File: src/rtl/key_debounce_array.sv
// Multi-channel push-button conditioner: synchronises each raw input, debounces it,
// and derives registered press / release / long-press pulses per channel.
module key_debounce_array #(
   parameter int N             = 4,
   parameter int STABLE_CYCLES = 10,
   parameter int LONG_CYCLES   = 1000,
   parameter int ACTIVE_LOW    = 0
) (
   input  logic         clk,
   input  logic         rst,
   input  logic [N-1:0] btn_in,
   output logic [N-1:0] btn_stable,
   output logic [N-1:0] btn_press,
   output logic [N-1:0] btn_release,
   output logic [N-1:0] btn_long,
   output logic         any_press
);

   localparam int DW = (STABLE_CYCLES < 1) ? 1 : $clog2(STABLE_CYCLES + 1);
   localparam int HW = (LONG_CYCLES < 1) ? 1 : $clog2(LONG_CYCLES + 1);
   localparam logic          AL        = (ACTIVE_LOW != 0);
   localparam logic [DW-1:0] DB_LAST   = DW'(STABLE_CYCLES - 1);
   localparam logic [HW-1:0] HOLD_MAX  = HW'(LONG_CYCLES);
   localparam logic [HW-1:0] HOLD_LAST = HW'(LONG_CYCLES - 1);

   logic [N-1:0]  sync_q1;
   logic [N-1:0]  sync_q2;
   logic [N-1:0]  sample;
   logic [N-1:0]  accept;
   logic [DW-1:0] db_cnt   [N];
   logic [HW-1:0] hold_cnt [N];

   // Synchroniser resets to the idle raw level so reset itself never looks like a press.
   always_ff @(posedge clk or posedge rst) begin
      if (rst) begin
         sync_q1 <= {N{AL}};
         sync_q2 <= {N{AL}};
      end else begin
         sync_q1 <= btn_in;
         sync_q2 <= sync_q1;
      end
   end

   assign sample = sync_q2 ^ {N{AL}};

   always_comb begin
      accept = '0;
      for (int unsigned i = 0; i < N; i++) begin
         accept[i] = (sample[i] != btn_stable[i]) && (db_cnt[i] == DB_LAST);
      end
   end

   always_ff @(posedge clk or posedge rst) begin
      if (rst) begin
         btn_stable  <= '0;
         btn_press   <= '0;
         btn_release <= '0;
         for (int unsigned i = 0; i < N; i++) begin
            db_cnt[i] <= '0;
         end
      end else begin
         btn_stable  <= btn_stable ^ accept;
         btn_press   <= accept & sample;
         btn_release <= accept & ~sample;
         for (int unsigned i = 0; i < N; i++) begin
            if ((sample[i] == btn_stable[i]) || accept[i]) begin
               db_cnt[i] <= '0;
            end else begin
               db_cnt[i] <= db_cnt[i] + 1'b1;
            end
         end
      end
   end

   // Saturating hold counter fires the long pulse once; a release on that same edge wins.
   always_ff @(posedge clk or posedge rst) begin
      if (rst) begin
         btn_long <= '0;
         for (int unsigned i = 0; i < N; i++) begin
            hold_cnt[i] <= '0;
         end
      end else begin
         for (int unsigned i = 0; i < N; i++) begin
            if (!btn_stable[i]) begin
               hold_cnt[i] <= '0;
            end else if (hold_cnt[i] != HOLD_MAX) begin
               hold_cnt[i] <= hold_cnt[i] + 1'b1;
            end
            btn_long[i] <= btn_stable[i] && !accept[i] && (hold_cnt[i] == HOLD_LAST);
         end
      end
   end

   assign any_press = |btn_press;

endmodule

File: config.mk
export PLATFORM = sky130hd
export DESIGN_NAME = key_debounce_array
export DESIGN_NICKNAME = d
export VERILOG_FILES = /design/src/rtl/key_debounce_array.sv
export SDC_FILE = /design/constraint.sdc
export NUM_CORES = 1
export LEC_CHECK = 0
export BUFFER_PORTS_ARGS = -buffer_cell sky130_fd_sc_hd__buf_2
export CORE_AREA = 2 2 89 91
export CTS_CLUSTER_DIAMETER = 200
export DETAILED_ROUTE_END_ITERATION = 7
export DIE_AREA = 0 0 91 93
export PLACE_DENSITY = 0.73
export SYNTH_ARGS = -nofsm -noshare
export SYNTH_HDL_FRONTEND = slang
export SYNTH_SLANG_ARGS = --single-unit
File: constraint.sdc
create_clock -name clk -period 3 [get_ports clk]
set_clock_uncertainty 0.2 [all_clocks]
set_input_delay 0.15 -clock clk [delete_from_list [all_inputs] [get_ports clk]]
set_output_delay 0.15 -clock clk [all_outputs]
set_load 0.1 [all_outputs]
Yosys cells after proc, flatten, opt, wreduce, memory -nomap -nowiden. Index checks and enable logic that the tools add are counted.

Word-level logic and storage cells: 83. Output and inout bits: 17. Input port bits: 6. Flip-flop bits (word level): 80.

Add/sub/neg operators: 8. Mux-type cells: 12. Equal/unequal tests: 24. Reduce and logical (&&, ||, !) cells: 21. Bitwise gates (word level): 4.

Operators with widths (count): two-way mux 10 bit (8); adder 10 x 1 -> 10 bit (second input constant) (4); == test 10 bit (second input constant) (4); != test 10 bit (second input constant) (4); adder 4 x 1 -> 4 bit (second input constant) (4); == test 4 bit (second input constant) (4); two-way mux 4 bit (4); logical AND 1 bit (12); AND 4 bit (2); != test 2 x 1 -> 1 bit (second input constant) (4); == test 1 bit (4); zero test 1 bit (4); logical OR 1 bit (4); != test 1 bit (4); NOT 4 bit (1); OR reduction 4 bit (1); bitwise XOR 4 bit (1).

Depth between registers and ports, before layout.
Depth after elaboration: 5. Depth in mapped cells: 5. Mapped depth without buffers: 5.

Worst setup path after synthesis. Ideal clock, no wire load.

Path kind: reg2reg. Start point: register with a tool-made name. End point: register hold_cnt[20] in the netlist's numbering. Arrival: 1.889 ns. Slack: 0.831 ns. Stages on the path, launching flop included: 5. Setup time: 0.079 ns. Required time: 2.721 ns. Clock period less this slack: 2.169 ns. Path buffers: 1. Cell sequence: dfrtp_1 -> buf_2 -> nand3b_1 -> nor4_2 -> mux2i_1.

RTL lines: end signal, assigned by index (RTL line 87) `hold_cnt[i] <= hold_cnt[i] + 1'b1;`; end, declared (RTL line 31) `logic [HW-1:0] hold_cnt [N];`.

Worst setup path in the final report.
Start point: register btn_press[1]. End point: output port any_press.

Longest elaborated chain between the ends: 1.

Ends and longest elaborated chain: start, declared (RTL line 13) `output logic [N-1:0] btn_press,`; start signal, assigned (RTL line 63) `btn_press <= accept & sample;`; OR reduction 4 bit (RTL line 94) `assign any_press = |btn_press;`; end, declared (RTL line 16) `output logic any_press`.

Every way passes these cells.

==> metrics.md <==
| Metric | Value |
|---|---|
| Outcome | finished, final reports clean |
| Fin. max-slew vios | 0 |
| Row count | 32 |
| Fin Setup TNS | 0 ns |
| Count of cell types in the netlist | 30 |
| RSZ-0062 raised after global routing | false |
| I/O pins | 23 |
| Die H | 93 um |
| CTS Sinks | 80 |
| Post_cts resized | 0 |
| First-pass GRT wire length | 10,700 um |
| Hold Slack | ~0.15 ns |
| H-tree depth reported by CTS | 3 |
| Core area | 7530 sq um |
| Initial Util | between 40 and 50% |
| Final Setup Violations | 0 |
| Layout area overhead | 13.6% |
| Initial antenna violation count | 0 |
| Root Driver | clkbuf_8 |
| Critical path, cell by cell | or4_1 -> buf_2 |
| Worst-Skew Late Latency | 0.35 ns |
| Relative slew slack | ~67% |
| WP data required | roughly 2.7 ns |
| Routed vias/inst | about 5.3 |
| Gr usage total | between 10% and 20% |
| CTS tree | built |
| Synthesized instance count | roughly 340 |
| Final count of hold timing violations | 0 |
| Synthesis Warnings | 0 |
| Avg WL per Cell | 12.9 um |
| Cell family with most CP delay | simple AND/OR/NAND/NOR gates |
| DRT iter0 DRCs | 100 |
| Nets | approximately 400 |
| Hold Crit Class | register to register |
| Register bit count reported by yosys | 80 |
| Vias | 2,556 |
| Sequential Power Share | 53.8% |
| Mapped Area | 3640 sq um |
| CP Capture Type | primary output |
| Worst Tran Pin Value | between 0.4 and 0.5 ns |
| Seq/Total Area, Yosys | a little under three fifths |
| Sw power | 576 uW |
| Sw Share | 26.5% |
| Max stage delay on crit path | 0.50 ns |
| Port buffer count | 22 |
| Slowest library cell on the worst path | or4_1 |
| Multi-input gate area | 1530 sq um |
| Crit Path Class | register to primary output |
| Largest net degree at the start of global routing | 81 |
| Max clock buf depth | 2 |
| Overflow after GRT | 0 |
| DP HPWL | 4140 um |
| Die ar. | 8460 sq um |
| Comb power frac | 7.7% |
| Post-Syn Nets | 363 |
| Fmax | ~0.53 GHz |
| Crit path time final | approximately 1.9 ns |
| Fill count | 674 |
| Startpoint Class | register |
| Avg Cell Area, Syn | 10.7 sq um |
| WP data arrival | 1.55 ns |
| Fraction of layout cells with a size suffix above 1 | 13.2% |
| Finished Layout Cells | 481 |
| Sequential cell area | 2000 sq um |
| PwrDens | 527 nW/um^2 |
| Drt total wl | 6200 um |
| Inst Count DP | 460 |
| Die X | 91 um |
| Detailed-route DRC error count | 0 |
| Place WS | about 1.3 ns |
| Reg clk slew, reported paths | 0.09 ns |
| Pre-antenna DRT Iters | 4 |
| Buffers and inverters on the worst path | 1 |
| Vias in the first global route | roughly 2,500 |
| Setup ws final | 1.10 ns |
| P_leak | roughly 0.0017 uW |
| Internal power | 1600 uW |
| Final ANT Viol Nets | 0 |
| Maxcap violations | 0 |
| Period Utilization, post-route | 63.2% |
| RD Place Congestion | 0.841 |
| Clock power share | between 30% and 40% |
| Crit-path max FO | 2 |
| ANT cells | 0 |
| Peak supply drop | 0.269 mV |
| CTS buffer count | 9 |
## layer usage
layer	vias up	track usage (%)	routed length, um
met5	-	0	0
met4	0	8.71	174
met3	14	2.74	121
met2	33	26.9	3140
met1	1257	18.9	2760
li1	1252	-	-
## flip-flops by register name, summed over array words and instances (netlist names), named ones only
| signal | count |
|---|---|
| sample | 4 |
| btn_long | 4 |
| sync_q1 | 4 |
| hold_cnt | 40 |
| db_cnt | 16 |
| btn_press | 4 |
| btn_release | 4 |
## kinds of logic after synthesis
family / after synthesis / synth area share, %
adder cells (fa/ha/maj): 16 / 5.51
AO/OA/AOI/OAI: 39 / 5.99
flip-flops: 80 / 55.1
buffers and inverters: 28 / 2.99
AND/OR/NAND/NOR: 143 / 21.4
XOR/XNOR: 21 / 5.06
multiplexers: 14 / 3.99
## area by class of cell
type	count	area share (%)
clock buffers	10	3.33
clock inverters	6	1.82
inverters	22	2.03
multi-input cells	233	36.9
flip-flops and latches	80	48.5
well taps	102	3.09
repair buffers	28	4.36
## cell usage in the layout (no fill, tap or decap), drive strengths merged
cell,Yosys,routed
dfrtp,80,80
nand2,36,36
nor2,29,29
buf,3,23
inv,21,23
a21oi,18,18
nand3,17,17
ha,16,16
xor2,15,15
o21ai,11,11
mux2i,10,10
or3,10,10
clkbuf,3,10
nand3b,9,9
or4,9,9
o31ai,8,8
nor4,8,8
nand4,7,7
xnor2,6,6
nor3,6,6
dlygate4sd3,0,5
mux2,4,4
nand4b,4,4
nor3b,4,4
nand2b,3,3
clkinv,1,3
o22ai,2,2
nor4b,1,1
clkinvlp,0,1
bufinv,0,1
## per-stage QoR
stage	power, uW	cell area [sq um]	util, %
after floorplan	1310	3640	-
after global placement	1350	3870	51.4
after detailed placement	1360	3870	51.4
after CTS	2200	4130	54.9
after global routing	2280	4130	54.9
final	2180	4130	54.9
## timing repair
| action | in CTS | in global routing |
|---|---|---|
| hold buffers | 5 | 0 |
| hold endpoints to repair | 84 | 0 |
| setup endpoints to repair | 0 | 0 |
| buffers inserted | 0 | 0 |
## synth_stat cells
master | n | area, sq um
a21oi_1 | 18 | 90.1
buf_2 | 3 | 15.0
clkbuf_1 | 3 | 11.3
clkinv_1 | 1 | 3.75
dfrtp_1 | 80 | 2000
ha_1 | 16 | 200
inv_1 | 21 | 78.8
mux2_2 | 4 | 45.0
mux2i_1 | 10 | 100
nand2_1 | 36 | 135
nand2b_1 | 3 | 18.8
nand3_1 | 15 | 75.1
nand3_2 | 2 | 20.0
nand3b_1 | 9 | 67.6
nand4_1 | 7 | 43.8
nand4b_1 | 4 | 35.0
nor2_1 | 29 | 109
nor3_1 | 6 | 30.0
nor3b_1 | 4 | 30.0
nor4_1 | 4 | 25.0
nor4_2 | 4 | 50.1
nor4b_1 | 1 | 8.76
o21ai_0 | 10 | 50.1
o21ai_1 | 1 | 5.00
o22ai_1 | 2 | 12.5
o31ai_1 | 8 | 60.1
or3_1 | 10 | 62.6
or4_1 | 9 | 67.6
xnor2_1 | 6 | 52.6
xor2_1 | 15 | 131
## final timing paths
check / start / to / slack (ns) / depth (start not counted)
worst min-delay path: sync_q1[2] / sample[2] / 0.15 / 0
worst max-delay path: btn_press[1] / any_press / 1.10 / 2
worst max register to register: hold_cnt[20] / hold_cnt[28] / 1.30 / 4
worst min register to register: sync_q1[2] / sample[2] / 0.15 / 0
max in group asynchronous: rst / hold_cnt[2] / 2.04 / 4
min in group asynchronous: rst / hold_cnt[34] / 0.22 / 4
## power by group through the flow
stage / sequential (uW) / clock (uW) / combinational, uW
detailed placement: 1190 / 0 / 166
global route: 1180 / 908 / 194
CTS: 1170 / 859 / 172
finish: 1170 / 838 / 167
global placement: 1190 / 0 / 160
floorplan: 1210 / 0 / 108
No activity file was read; power rests on OpenSTA's default activity.
